<file path="src/rtl/hero_write_rx_pkg.sv">
// Shared types for the hero write receiver: bus beat layout, buffered entry,
// error causes and default sizing.
package hero_write_rx_pkg;

  localparam int HERO_WIDTH      = 36;
  localparam int SUB_WIDTH       = 7;
  localparam int HERO_FIFO_DEPTH = 4;
  localparam int HERO_MAX_BEATS  = 16;
  // Wide enough for any practical MAX_BEATS; the top uses only the low bits.
  localparam int IDX_FIELD_W     = 16;

  typedef logic [SUB_WIDTH-1:0] sub_def_t;

  typedef enum logic [1:0] {
    HERO_IDLE  = 2'd0,
    HERO_VALID = 2'd1,
    HERO_DONE  = 2'd2
  } hero_cycle_e;

  typedef struct packed {
    logic                  clk_en;
    hero_cycle_e           cycle_type;
    sub_def_t              another_type_reference;
    logic [HERO_WIDTH-1:0] data;
  } hero_write_t;

  typedef enum logic [1:0] {
    ERR_NONE,
    ERR_OVERLONG,
    ERR_SUB_MISMATCH
  } HERO_RX_ERR_E;

  typedef struct packed {
    logic [HERO_WIDTH-1:0]  dat;
    sub_def_t               sub;
    logic [IDX_FIELD_W-1:0] idx;
    logic                   last;
  } hero_rx_entry_t;

  typedef enum logic {
    ST_IDLE,
    ST_XFER
  } hero_rx_state_e;

endpackage

</file>
<file path="src/rtl/hero_rx_fifo.sv">
// Show-ahead synchronous FIFO of receiver entries; the head entry is visible
// on o_data whenever the FIFO is non-empty and reads as zero otherwise.
module hero_rx_fifo
  import hero_write_rx_pkg::*;
#(
  parameter int DEPTH = HERO_FIFO_DEPTH
) (
  input  logic           clk,
  input  logic           rst_n,
  input  logic           i_push,
  input  hero_rx_entry_t i_data,
  input  logic           i_pop,
  output hero_rx_entry_t o_data,
  output logic           o_empty,
  output logic           o_full
);

  localparam int AW = $clog2(DEPTH);

  hero_rx_entry_t r_mem [DEPTH];
  logic [AW-1:0]  r_wrPtr;
  logic [AW-1:0]  r_rdPtr;
  logic [AW:0]    r_count;
  logic           w_doPush;
  logic           w_doPop;

  assign o_empty  = (r_count == '0);
  assign o_full   = (r_count == (AW+1)'(DEPTH));
  assign w_doPush = i_push && !o_full;
  assign w_doPop  = i_pop && !o_empty;
  assign o_data   = o_empty ? '0 : r_mem[r_rdPtr];

  // Pointers wrap naturally because DEPTH is a power of two.
  always_ff @(posedge clk or negedge rst_n) begin
    if (!rst_n) begin
      r_wrPtr <= '0;
      r_rdPtr <= '0;
      r_count <= '0;
    end else begin
      if (w_doPush) r_wrPtr <= r_wrPtr + AW'(1);
      if (w_doPop)  r_rdPtr <= r_rdPtr + AW'(1);
      case ({w_doPush, w_doPop})
        2'b10:   r_count <= r_count + (AW+1)'(1);
        2'b01:   r_count <= r_count - (AW+1)'(1);
        default: r_count <= r_count;
      endcase
    end
  end

  always_ff @(posedge clk) begin
    if (w_doPush) r_mem[r_wrPtr] <= i_data;
  end

endmodule

</file>
<file path="src/rtl/hero_write_rx.sv">
// Hero write bus receiver: frames beats into transactions, tags them with
// sub/index/last, buffers them and flags protocol errors.
module hero_write_rx
  import hero_write_rx_pkg::*;
#(
  parameter int FIFO_DEPTH = HERO_FIFO_DEPTH,
  parameter int MAX_BEATS  = HERO_MAX_BEATS,
  localparam int IDX_W     = (MAX_BEATS > 1) ? $clog2(MAX_BEATS) : 1
) (
  input  logic                  clk,
  input  logic                  rst_n,
  input  hero_write_t           hero_wr,
  output logic                  hero_rdy,
  output logic                  rx_vld,
  input  logic                  rx_rdy,
  output logic [HERO_WIDTH-1:0] rx_dat,
  output sub_def_t              rx_sub,
  output logic [IDX_W-1:0]      rx_idx,
  output logic                  rx_last,
  output logic                  err_vld,
  output HERO_RX_ERR_E          err_code,
  output logic [15:0]           txn_cnt
);

  hero_rx_state_e r_state, w_nextState;
  logic [IDX_W-1:0] r_beatCnt, w_nextBeatCnt;
  sub_def_t         r_sub, w_nextSub;
  logic             r_errVld;
  HERO_RX_ERR_E     r_errCode;
  logic [15:0]      r_txnCnt;

  logic             w_isBeat, w_accept, w_pop, w_full, w_empty;
  logic             w_first, w_last, w_overlong, w_mismatch, w_errEvt;
  logic [IDX_W-1:0] w_beatIdx;
  sub_def_t         w_beatSub;
  HERO_RX_ERR_E     w_errCode;
  hero_rx_entry_t   w_pushEntry, w_headEntry;
  logic             w_unusedIdx;

  assign w_isBeat = hero_wr.clk_en &&
                    (hero_wr.cycle_type == HERO_VALID || hero_wr.cycle_type == HERO_DONE);
  // Held low while in reset so nothing is taken before the FIFO is cleared.
  assign hero_rdy = rst_n && !w_full;
  assign w_accept = hero_rdy && w_isBeat;
  assign rx_vld   = !w_empty;
  assign w_pop    = rx_vld && rx_rdy;

  always_comb begin
    w_nextState   = r_state;
    w_nextBeatCnt = r_beatCnt;
    w_nextSub     = r_sub;
    w_errEvt      = 1'b0;
    w_errCode     = ERR_NONE;
    w_first       = (r_state == ST_IDLE);
    w_beatIdx     = w_first ? '0 : r_beatCnt;
    w_beatSub     = w_first ? hero_wr.another_type_reference : r_sub;
    w_overlong    = (hero_wr.cycle_type == HERO_VALID) && (w_beatIdx == IDX_W'(MAX_BEATS - 1));
    w_mismatch    = !w_first && (hero_wr.another_type_reference != r_sub);
    w_last        = (hero_wr.cycle_type == HERO_DONE) || w_overlong;
    w_pushEntry.dat  = hero_wr.data;
    w_pushEntry.sub  = w_beatSub;
    w_pushEntry.idx  = IDX_FIELD_W'(w_beatIdx);
    w_pushEntry.last = w_last;
    if (w_accept) begin
      w_nextSub = w_beatSub;
      if (w_last) begin
        w_nextState   = ST_IDLE;
        w_nextBeatCnt = '0;
      end else begin
        w_nextState   = ST_XFER;
        w_nextBeatCnt = w_beatIdx + IDX_W'(1);
      end
      // An overlong beat that also mismatches reports the overlong cause.
      if (w_overlong) begin
        w_errEvt  = 1'b1;
        w_errCode = ERR_OVERLONG;
      end else if (w_mismatch) begin
        w_errEvt  = 1'b1;
        w_errCode = ERR_SUB_MISMATCH;
      end
    end
  end

  always_ff @(posedge clk or negedge rst_n) begin
    if (!rst_n) begin
      r_state   <= ST_IDLE;
      r_beatCnt <= '0;
      r_sub     <= '0;
      r_errVld  <= 1'b0;
      r_errCode <= ERR_NONE;
      r_txnCnt  <= '0;
    end else begin
      r_state   <= w_nextState;
      r_beatCnt <= w_nextBeatCnt;
      r_sub     <= w_nextSub;
      r_errVld  <= w_errEvt;
      if (w_errEvt) r_errCode <= w_errCode;
      if (w_pop && w_headEntry.last && r_txnCnt != 16'hFFFF) r_txnCnt <= r_txnCnt + 16'd1;
    end
  end

  hero_rx_fifo #(
    .DEPTH (FIFO_DEPTH)
  ) u_fifo (
    .clk     (clk),
    .rst_n   (rst_n),
    .i_push  (w_accept),
    .i_data  (w_pushEntry),
    .i_pop   (w_pop),
    .o_data  (w_headEntry),
    .o_empty (w_empty),
    .o_full  (w_full)
  );

  assign rx_dat      = w_headEntry.dat;
  assign rx_sub      = w_headEntry.sub;
  assign rx_idx      = w_headEntry.idx[IDX_W-1:0];
  assign rx_last     = w_headEntry.last;
  assign err_vld     = r_errVld;
  assign err_code    = r_errCode;
  assign txn_cnt     = r_txnCnt;
  // Upper index bits are always zero; folded here so they count as read.
  assign w_unusedIdx = |w_headEntry.idx;

endmodule
</file>
<file path="config.mk">
export PLATFORM = sky130hd
export DESIGN_NAME = hero_write_rx
export DESIGN_NICKNAME = d
export VERILOG_FILES = /design/src/rtl/hero_write_rx_pkg.sv /design/src/rtl/hero_rx_fifo.sv /design/src/rtl/hero_write_rx.sv
export SDC_FILE = /design/constraint.sdc
export NUM_CORES = 1
export LEC_CHECK = 0
export BUFFER_PORTS_ARGS = -buffer_cell sky130_fd_sc_hd__buf_4
export CORE_MARGIN = 2
export CORE_UTILIZATION = 45
export CTS_CLUSTER_DIAMETER = 80
export CTS_CLUSTER_SIZE = 25
export DETAILED_ROUTE_END_ITERATION = 6
export PLACE_DENSITY_LB_ADDON = 0.08
export SLEW_MARGIN = 20
export SYNTH_ARGS = -nofsm -noshare
export SYNTH_HDL_FRONTEND = slang
export SYNTH_HIERARCHICAL = 1
export SYNTH_SLANG_ARGS = --single-unit
</file>
<file path="constraint.sdc">
create_clock -name clk -period 8.28 [get_ports clk]
set_input_delay 0.414 -clock clk [delete_from_list [all_inputs] [get_ports clk]]
set_output_delay 0.414 -clock clk [all_outputs]
set_load 0.02 [all_outputs]
</file>
== After elaboration in Yosys (flattened, before gate mapping) ==
Memories as Yosys holds them, arrays and structs flattened.
Cells that the tools add are included.

* Flip-flop bits (word level): 38
* Bits in writable memories: 192
* Input bits: 49
* Logic and storage cells: 54
* Memories kept: 1

{| class="wikitable"
|+ Memories
! memory !! depth !! bits a word !! read ports !! clocked after memory_dff !! write ports !! RTL line !! text
|-
| u_fifo.r_mem || 4 || 48 || 1 || 0 || 1 || hero_rx_fifo.sv:20 || <nowiki>hero_rx_entry_t r_mem [DEPTH];</nowiki>
|}

* Add/sub/neg operators: 6
* Equal/unequal tests: 8
* Mux-type cells: 14
* Reductions and logical operators: 16

{| class="wikitable"
|+ Operators by type and width
! operator !! count
|-
| 60-bit 2-to-1 mux || 1
|-
| 16-bit by 1-bit adder with 16-bit output (second input constant) || 1
|-
| 16-bit inequality test (second input constant) || 1
|-
| 1-bit logical AND || 10
|-
| 4-bit 2-to-1 mux || 2
|-
| 7-bit 2-to-1 mux || 1
|-
| 7-bit inequality test || 1
|-
| 1-bit 2-to-1 mux || 6
|-
| 2-bit 2-to-1 mux || 3
|-
| 3-bit one-hot mux with 2 select lines || 1
|-
| 2-bit by 1-bit adder with 2-bit output (second input constant) || 2
|-
| 4-bit by 1-bit adder with 4-bit output (second input constant) || 1
|-
| 2-bit by 1-bit == test with 1-bit output (second input constant) || 2
|-
| 2-bit == test (second input constant) || 2
|-
| 4-bit == test (second input constant) || 1
|-
| 3-bit by 1-bit adder with 3-bit output (second input constant) || 1
|-
| 3-bit == test (second input constant) || 1
|-
| 3-bit logical NOT || 1
|-
| 3-bit by 1-bit subtractor with 3-bit output (second input constant) || 1
|-
| 1-bit logical NOT || 2
|-
| 1-bit logical OR || 2
|-
| 2-bit nonzero test || 1
|}

== Longest topological paths before layout ==
Gate-level depths: netlist (run 1).

* Word-level depth: 7
* Mapped depth: 14

== Modules after synthesis ==
Netlist (run 1), hierarchy kept.

{| class="wikitable"
|+ Modules (own cells, without submodules)
! module !! instances !! cells each !! area each (sq um)
|-
| hero_rx_fifo || 1 || 419 || 9551.7
|-
| hero_write_rx || 1 || 172 || 1695.4
|}

== Worst setup path after synthesis (run 1) ==
No wires, ideal clock.

* Path kind: input to register
* Start: input port hero_wr[43] (netlist bit)
* End: memory u_fifo/r_mem[0][0] (netlist bit) (enable)
* Data arrival time: 3.221 ns
* Required time: 7.856 ns
* Slack: 4.635 ns
* Cell stages on the path: 8
* Path buffers: 2
* Cells stage by stage: inv_1 -> ha_1 -> nand4bb_1 -> clkbuf_1 -> inv_1 -> clkbuf_1 -> nor2b_1 -> and2_1

* Cells in the longest elaborated chain, start to end: 7
* Elaborated cells on any way between the ends: 8

{| class="wikitable"
|+ Ends and longest elaborated chain
! item !! RTL line !! text
|-
| from (decl) || hero_write_rx.sv:12 || <nowiki>input hero_write_t hero_wr,</nowiki>
|-
| 2-bit by 1-bit == test with 1-bit output / 2-bit == test (equally long branches) || hero_write_rx.sv:41 || <nowiki>(hero_wr.cycle_type == HERO_VALID || hero_wr.cycle_type == HERO_DONE);</nowiki>
|-
| 1-bit logical OR * || hero_write_rx.sv:41 ||
|-
| 1-bit logical AND * || hero_write_rx.sv:40 || <nowiki>assign w_isBeat = hero_wr.clk_en &&</nowiki>
|-
| 1-bit logical AND * || hero_write_rx.sv:44 || <nowiki>assign w_accept = hero_rdy && w_isBeat;</nowiki>
|-
| named net w_accept || hero_write_rx.sv:32 || <nowiki>logic w_isBeat, w_accept, w_pop, w_full, w_empty;</nowiki>
|-
| 1-bit logical AND * || hero_rx_fifo.sv:29 || <nowiki>assign w_doPush = i_push && !o_full;</nowiki>
|-
| 1-bit 2-to-1 mux * || hero_rx_fifo.sv:51 || <nowiki>if (w_doPush) r_mem[r_wrPtr] <= i_data;</nowiki>
|-
| 1-bit 2-to-1 mux (implied by the code) * || hero_rx_fifo.sv:51 ||
|-
| to (decl) || hero_rx_fifo.sv:20 ||
|}

The timed path passes the listed nets; every way through them passes the cells marked *.

== Worst setup path in the final report (run 1) ==
* Start: input port rst_n
* End: memory u_fifo/r_mem[2][36] (netlist bit) (enable)

* Cells in the longest elaborated chain, start to end: 5

{| class="wikitable"
|+ Ends and longest elaborated chain
! item !! RTL line !! text
|-
| from (decl) || hero_write_rx.sv:11 || <nowiki>input logic rst_n,</nowiki>
|-
| 1-bit logical AND || hero_write_rx.sv:43 || <nowiki>assign hero_rdy = rst_n && !w_full;</nowiki>
|-
| 1-bit logical AND || hero_write_rx.sv:44 ||
|-
| 1-bit logical AND || hero_rx_fifo.sv:29 ||
|-
| 1-bit 2-to-1 mux || hero_rx_fifo.sv:51 ||
|-
| 1-bit 2-to-1 mux (implied by the code) || hero_rx_fifo.sv:51 ||
|}

No other way between the ends.

==> flow_summary.ini, run 1 <==
[sta]
max_freq_mhz = 268
fin_worst_skew_ns = 0.0193
worst_pin_slew_ns = 0.948
finalCritPeriodShare_pct = 45.0
drv_slew = 0
slew_headroom_pct = 36.8
worst_slack_ns = 4.55
rsz0062_at_grt = false
setup-violations-final = 0
final.setup.tns_ns = 0
period_minus_slack_ns = 3.73
hold_violations = 0

[setup_path]
critPathKind = input port to flip-flop
crit_fanout = 48
worstPathRequired_ns = 8.37
arrival_ns = 3.82
reg2reg_setup_slack_ns = 4.88
rr_worst_depth = 6
critPathLaunchType = input port
worstReg2RegStart = u_fifo/r_count[2]
cp-end-kind = flip-flop
r2r-end = u_fifo/r_mem[2][36]

[logic_synthesis]
syn_area_per_cell_um2 = 18.3
synthCells = 518
synthesis.area_mm2 = 0.00946
syn-num-nets = 577
ys_warn_count = 6

[place]
port_buffers = 117
routabilityCongestion = 0.741
place_hpwl_mm = 10.3
dp_slack_ns = 4.50

[detailed_routing]
wl_per_cell_um = 18.8
dr.pass1.iters = 4
drc_errors = 0
ant_nets = 0
routed_wl_mm = 17.2
vias_per_cell = 5.24
dr.first_iter.drc_count = 306
dr_total_vias = 4777

[cells_and_area]
antenna_cells = 0
syn_to_final_growth_pct = 15.5
drive_gt1_share_pct = 32.1
final_nets = 691

[clocking]
clock_path_buffers = 3
ctsResizeCount = 0
h-tree-depth = 1
root_buffer = clkbuf_16
clock_latency_ns = 0.46
clock_sinks = 230
numCtsBuffers = 13
cts_tree = built
clkTransAtPathRegs_ns = 0.10

[pwr]
switching_share_pct = 32.7
powerDensity_mw_per_mm2 = 319
p_leak_nw = 4.00
p_int_mw = 2.34
seqPwrFrac_pct = 43.9
power.switching_mw = 1.14
vdd_drop_max_v = 0.000189
clkPwrFrac_pct = 18.6
p_comb_share_pct = 37.5

[floorplanning]
die_area_mm2 = 0.0222
io_pins = 118
fp.dieW_um = 149
core_mm2 = 0.0208
initial_core_util_pct = 45.4
rows = 53
fp.dieH_um = 149

[status]
status = complete, no violations

[global_routing]
overflow = 0
grt_pass1_vias = 4994
antenna_found_initial = 0
globalRouteTotalUtil_pct = 15.7
grt_pass1_wl_mm = 27.0
grt_max_degree = 52

[flow_run]
cap_violations = 0

[min_path]
hp-start = hero_wr[30]
hold_path_end = u_fifo/r_mem[1][54]
hold_path.class = input port to flip-flop
holdPathStages = 1
-- through the flow --
stage                     hold WS, ns  instances  total power [mW]  utilization [%]  instance area (um^2)
after global routing            0.127        911              3.68             52.4                 10900
after detailed placement        0.426        890              2.88             50.5                 10500
after global placement          0.412        890              2.86             50.5                 10500
final                           0.146        911              3.48             52.4                 10900
after floorplan                 0.118        518              2.46                -                  9460
after CTS                       0.128        910              3.54             52.3                 10900
-- power groups by stage --
stage | sequential, mW | clock (mW) | combinational (mW)
2_1_floorplan | 1.51 | 0 | 0.949
6_report | 1.53 | 0.648 | 1.31
4_1_cts | 1.57 | 0.675 | 1.29
5_1_grt | 1.55 | 0.718 | 1.41
3_3_place_gp | 1.59 | 0 | 1.27
3_5_place_dp | 1.60 | 0 | 1.28
-- worst max path at each step --
stage | from | endpoint | slack [ns] | cells past startpoint
floorplan | hero_wr[43] | u_fifo/r_mem[0][0] | 4.92 | 8
global placement | rst_n | u_fifo/r_mem[0][36] | 4.65 | 6
detailed placement | rst_n | u_fifo/r_mem[1][44] | 4.50 | 6
CTS | rst_n | u_fifo/r_mem[1][47] | 4.44 | 7
global route | rst_n | u_fifo/r_mem[0][48] | 4.16 | 7
finish | rst_n | u_fifo/r_mem[2][36] | 4.55 | 7
-- cell type report --
| class | count | area, um^2 |
|---|---|---|
| clock buffers | 18 | 354 |
| inverters | 16 | 60.1 |
| repair buffers | 124 | 946 |
| flip-flops and latches | 230 | 6720 |
| multi-input cells | 247 | 2480 |
| fillers | 1748 | 9900 |
| clock inverters | 1 | 16.3 |
| well taps | 275 | 344 |
-- sequential cells by signal, indices dropped and copies added (netlist names) --
register	count
r_sub	7
u_fifo/r_count	3
err_code	2
u_fifo/r_rdPtr	2
u_fifo/r_wrPtr	2
err_vld	1
r_state	1
txn_cnt	16
r_beatCnt	4
u_fifo/r_mem	192
-- critical path, cell delays in order --
cell           delay (ns)
dlygate4sd3_1        0.52
buf_4                0.43
nand4bb_1            0.59
inv_1                0.54
nor2b_1              0.46
and2_2               0.23
buf_4                0.58
-- layer usage --
| metal | track usage, % | part of all wire (%) | vias to the layer above |
|---|---|---|---|
| met4 | 3.00 | 1.1 | 0 |
| met1 | 21.5 | 43 | 2482 |
| met2 | 27.6 | 52 | 90 |
| met5 | 0 | 0 | - |
| li1 | - | - | 2193 |
| met3 | 1.96 | 3.8 | 12 |
-- timing repair --
item,CTS,global route
hold endpoints to repair,38,0
buffers inserted,0,0
hold buffers,1,0
-- layout by cell type, fill, tap and decap left out, drive strengths merged, types with 10 or more instances in the layout --
| cell | instances |
|---|---|
| edfxtp | 192 |
| xnor2 | 10 |
| inv | 17 |
| dfrtp | 38 |
| buf | 123 |
| xor2 | 18 |
| clkbuf | 18 |
| mux4 | 48 |
| and2 | 57 |
| nand2 | 31 |
Power figures use the tool's default switching activity.
==> run 2, diff against run 1 <==
clock period = 3.8 ns   (was 8.28 ns; I/O delays follow)
==> flow_summary.ini, run 2 (synthesis results as in run 1) <==
[cells_and_area]
multi_input_area_mm2 = 0.00248
fin_util_pct = 54.6
fillers = 1708
syn_to_final_growth_pct = 20.1
final_nets = 730
final_cell_mix = edfxtp_1, buf_4, and2_1, mux4_2, dlygate4sd3_1
top_register = u_fifo/r_mem
regArea_mm2 = 0.00672
drive_gt1_share_pct = 31.0
final_common_cell = edfxtp_1
antenna_cells = 0
largest_reg_flops = 192

[place]
place_hpwl_mm = 10.7
port_buffers = 117
routabilityCongestion = 0.774

[setup_path]
cp-end-kind = flip-flop
critPathLaunchType = flip-flop
crit_fanout = 32
arrival_ns = 3.15
critPathKind = flip-flop to flip-flop
max_stage_delay_ns = 0.59
worst_path_dominant_cell_family = simple AND/OR/NAND/NOR gates
cp_cell_sequence = nor3b_1 > nand4bb_1 > buf_4 > inv_1 > nor2b_1 > and2_2 > buf_12
crit_buf_inv = 3
worstPathRequired_ns = 3.96
cpMaxStageDelayCell = and2_2

[sta]
final.setup.tns_ns = 0
setup-violations-final = 0
slew_headroom_pct = 49.3
max_freq_mhz = 334
finalCritPeriodShare_pct = 78.8
fin_worst_skew_ns = 0.0103
drv_slew = 0
hold_violations = 0
rsz0062_at_grt = false
period_minus_slack_ns = 2.99
worst_pin_slew_ns = 0.760

[clocking]
numCtsBuffers = 13
post_cts_buffers = 0
clock_latency_ns = 0.47
clock_path_buffers = 3
clock_sinks = 230
clkTransAtPathRegs_ns = 0.09
cts_tree = built
h-tree-depth = 1
root_buffer = clkbuf_16

[detailed_routing]
dr_total_vias = 4898
dr.first_iter.drc_count = 304
drc_errors = 0
ant_nets = 0
dr.pass1.iters = 4
routed_wl_mm = 17.9
wl_per_cell_um = 18.9
vias_per_cell = 5.16

[global_routing]
grt_use_met3_pct = 2.39
grt_pass1_vias = 5239
grtUsageMet2_pct = 28.8
grt_max_degree = 49
antenna_found_initial = 0
grt_use_met1_pct = 22.8
globalRouteTotalUtil_pct = 16.6
grt_pass1_wl_mm = 28.4
overflow = 0
busiest_layer = met2

[min_path]
hold_path.class = input port to flip-flop

[floorplanning]
fp.dieH_um = 149
rows = 53
fp.dieW_um = 149
initial_core_util_pct = 45.4
die_area_mm2 = 0.0222
io_pins = 118
core_mm2 = 0.0208

[pwr]
powerDensity_mw_per_mm2 = 678
vdd_drop_max_v = 0.000292
p_leak_nw = 4.18

[flow_run]
cap_violations = 0

[status]
status = complete, no violations
run 2: timing repair:
item / CTS / global route
hold endpoints to repair: 182 / 0
hold buffers: 37 / 0
resized for setup: 0 / 0
run 2: layout make-up:
cell class / count / share of cell area (%)
repair buffers: 163 / 12.0
inverters: 16 / 0.529
well taps: 275 / 3.03
clock buffers: 15 / 3.02
multi-input cells: 247 / 21.8
clock inverters: 3 / 0.419
flip-flops and latches: 230 / 59.2
run 2: final timing paths:
path / start / to / slack (ns) / cells past startpoint
min in group asynchronous: rst_n / txn_cnt[8] / 0.34 / 3
setup reg to reg: u_fifo/r_count[2] / u_fifo/r_mem[3][21] / 0.81 / 7
max in group asynchronous: rst_n / u_fifo/r_rdPtr[0] / 3.06 / 3
hold reg to reg: u_fifo/r_count[2] / u_fifo/r_count[2] / 0.51 / 1
setup / recovery: u_fifo/r_count[2] / u_fifo/r_mem[3][21] / 0.81 / 7
hold / removal: hero_wr[44] / r_beatCnt[2] / 0.07 / 3
run 2: report_power, final:
| part | internal (mW) | switching [mW] | total (mW) |
|---|---|---|---|
| logic | 1.41 | 1.50 | 2.91 |
| clock network | 0.722 | 0.762 | 1.48 |
| registers | 3.06 | 0.250 | 3.31 |
| total | 5.19 | 2.51 | 7.70 |
run 2: per-stage QoR:
stage / instance area, um^2 / hold slack [ns] / power, mW / setup WS (ns) / instances
floorplan: 9460 / -0.106 / 5.35 / 0.601 / 518
global placement: 10600 / 0.320 / 6.25 / 0.873 / 894
detailed placement: 10600 / 0.329 / 6.31 / 0.788 / 894
CTS: 11400 / 0.0552 / 7.83 / 0.720 / 949
global route: 11400 / 0.0827 / 8.15 / 0.541 / 949
finish: 11400 / 0.0749 / 7.70 / 0.806 / 949
run 2: metal layers:
layer  up-vias  routed length [um]
met5         -                   0
met4         0                 250
met3        15                 659
met2        93                8960
met1      2521                8020
li1       2269                   -
run 2: worst min-delay path: cells and delay by family:
family,cells,cell delay (ns)
AO/OA/AOI/OAI,1,0.07
adder cells (fa/ha/maj),1,0.16
buffers and inverters,1,0.09
==> run 3, diff against run 2 <==
clock period = 3 ns   (was 3.8 ns; I/O delays follow)
==> flow_summary.ini, run 3 (synthesis results as in run 1) <==
[status]
status = complete, no violations

[detailed_routing]
ant_nets = 0
drc_errors = 0
dr_total_vias = 4945
wl_per_cell_um = 18.8
dr.first_iter.drc_count = 269
routed_wl_mm = 18.0
dr.pass1.iters = 4
vias_per_cell = 5.17

[global_routing]
grt_pass1_wl_mm = 28.0
grt_pass1_vias = 5139
overflow = 0
globalRouteTotalUtil_pct = 16.4
antenna_found_initial = 0
grt_max_degree = 50

[cells_and_area]
regArea_mm2 = 0.00672
syn_to_final_growth_pct = 21.0
top_register = u_fifo/r_mem
antenna_cells = 0
fillers = 1675
final_cell_mix = edfxtp_1, buf_4, and2_1, mux4_2, dlygate4sd3_1
multi_input_area_mm2 = 0.00248
final_nets = 733
final_common_cell = edfxtp_1
largest_reg_flops = 192
drive_gt1_share_pct = 30.9

[place]
place_hpwl_mm = 10.9
routabilityCongestion = 0.755
port_buffers = 117

[setup_path]
crit_fanout = 7
worstSetupEndpoint = u_fifo/r_count[2]
startpoint = u_fifo/r_count[0]
arrival_ns = 2.96
critPathKind = flip-flop to flip-flop
worstPathRequired_ns = 3.40
rr_worst_depth = 11
worstReg2RegStart = u_fifo/r_count[0]
r2r-end = u_fifo/r_count[2]
reg2reg_setup_slack_ns = 0.44
critPathLaunchType = flip-flop
cp-end-kind = flip-flop

[floorplanning]
io_pins = 118
rows = 53
initial_core_util_pct = 45.4
die_area_mm2 = 0.0222
core_mm2 = 0.0208
fp.dieW_um = 149
fp.dieH_um = 149

[sta]
hold_ws_ns = 0.0472
finalCritPeriodShare_pct = 85.2
fin_worst_skew_ns = 0.0212
rsz0062_at_grt = false
worst_pin_slew_ns = 0.748
drv_slew = 0
max_freq_mhz = 391
period_minus_slack_ns = 2.56
hold_violations = 0
setup-violations-final = 0
final.setup.tns_ns = 0
slew_headroom_pct = 50.1

[clocking]
post_cts_buffers = 0
numCtsBuffers = 14
clock_latency_ns = 0.49
clock_path_buffers = 3
h-tree-depth = 1
ctsResizeCount = 0
cts_tree = built
clock_sinks = 230
root_buffer = clkbuf_16
clkTransAtPathRegs_ns = 0.09

[pwr]
p_leak_nw = 4.21
powerDensity_mw_per_mm2 = 865
vdd_drop_max_v = 0.000514

[min_path]
hold_path.class = input port to flip-flop

[flow_run]
cap_violations = 0
-- run 3: changes by cell type in the layout (fill, tap and decap cells not counted) --
cell           previous run  this run
clkinv_8                  0         1
dlygate4sd3_1            37        38
clkinv_4                  1         0
bufinv_16                 1         0
clkbuf_16                13        14
clkbuf_1                  1         6
inv_16                    0         2
buf_12                    4         5
clkbuf_8                  1         0
-- run 3: cell type report --
type / instances / share of cell area (%)
Tap cell: 275 / 3.01
Clock inverter: 4 / 0.569
Clock buffer: 20 / 3.26
Sequential cell: 230 / 58.8
Timing Repair Buffer: 165 / 12.2
Multi-Input combinational cell: 247 / 21.7
Inverter: 16 / 0.525
-- run 3: metrics by stage --
stage | cell area, um^2 | worst slack [ns] | power (mW) | instances | util (%)
floorplan | 9460 | 0.306 | 6.77 | 518 | -
global placement | 10600 | 0.543 | 7.96 | 895 | 51.0
detailed placement | 10600 | 0.494 | 8.01 | 895 | 51.0
CTS | 11400 | 0.454 | 10.1 | 957 | 54.9
global route | 11400 | 0.280 | 10.4 | 957 | 54.9
finish | 11400 | 0.445 | 9.89 | 957 | 54.9
-- run 3: worst min path at each step --
stage	start	end	slack [ns]	cells past startpoint
after floorplan	rst_n	err_code[0]	-0.15	0
after global placement	rst_n	err_code[0]	0.25	2
after detailed placement	rst_n	txn_cnt[4]	0.25	2
after CTS	hero_wr[41]	u_fifo/r_mem[0][22]	0.03	2
after global routing	hero_wr[41]	u_fifo/r_mem[0][22]	0.04	2
final	hero_wr[41]	u_fifo/r_mem[2][22]	0.05	2
-- run 3: worst max-delay path, cell delays in order (launching register included) --
cell	delay, ns
dfrtp_1	0.43
nor3b_1	0.40
nand4bb_1	0.22
inv_1	0.06
nor2b_1	0.21
inv_1	0.11
ha_1	0.19
inv_1	0.06
fa_1	0.37
xor2_1	0.15
nor2_1	0.11
xor2_1	0.15
-- run 3: per-layer routing --
metal	wire length [um]	track usage, %	vias up	part of all wire, %
met1	7870	22.6	2534	44
met4	243	3.76	0	1.3
met3	710	2.11	17	3.9
li1	-	-	2291	-
met2	9200	28.2	103	51
met5	0	0	-	0
-- run 3: what timing repair did --
item / in CTS / in global routing
endpoints found under the hold margin: 183 / 0
hold buffers: 38 / 0
setup endpoints to repair: 0 / 0
-- run 3: power by group --
group	internal [mW]	leakage, nW	switching [mW]
clock network	0.926	0.211	1.06
registers	3.88	2.20	0.226
logic	1.80	1.80	2.00
total	6.61	4.21	3.28
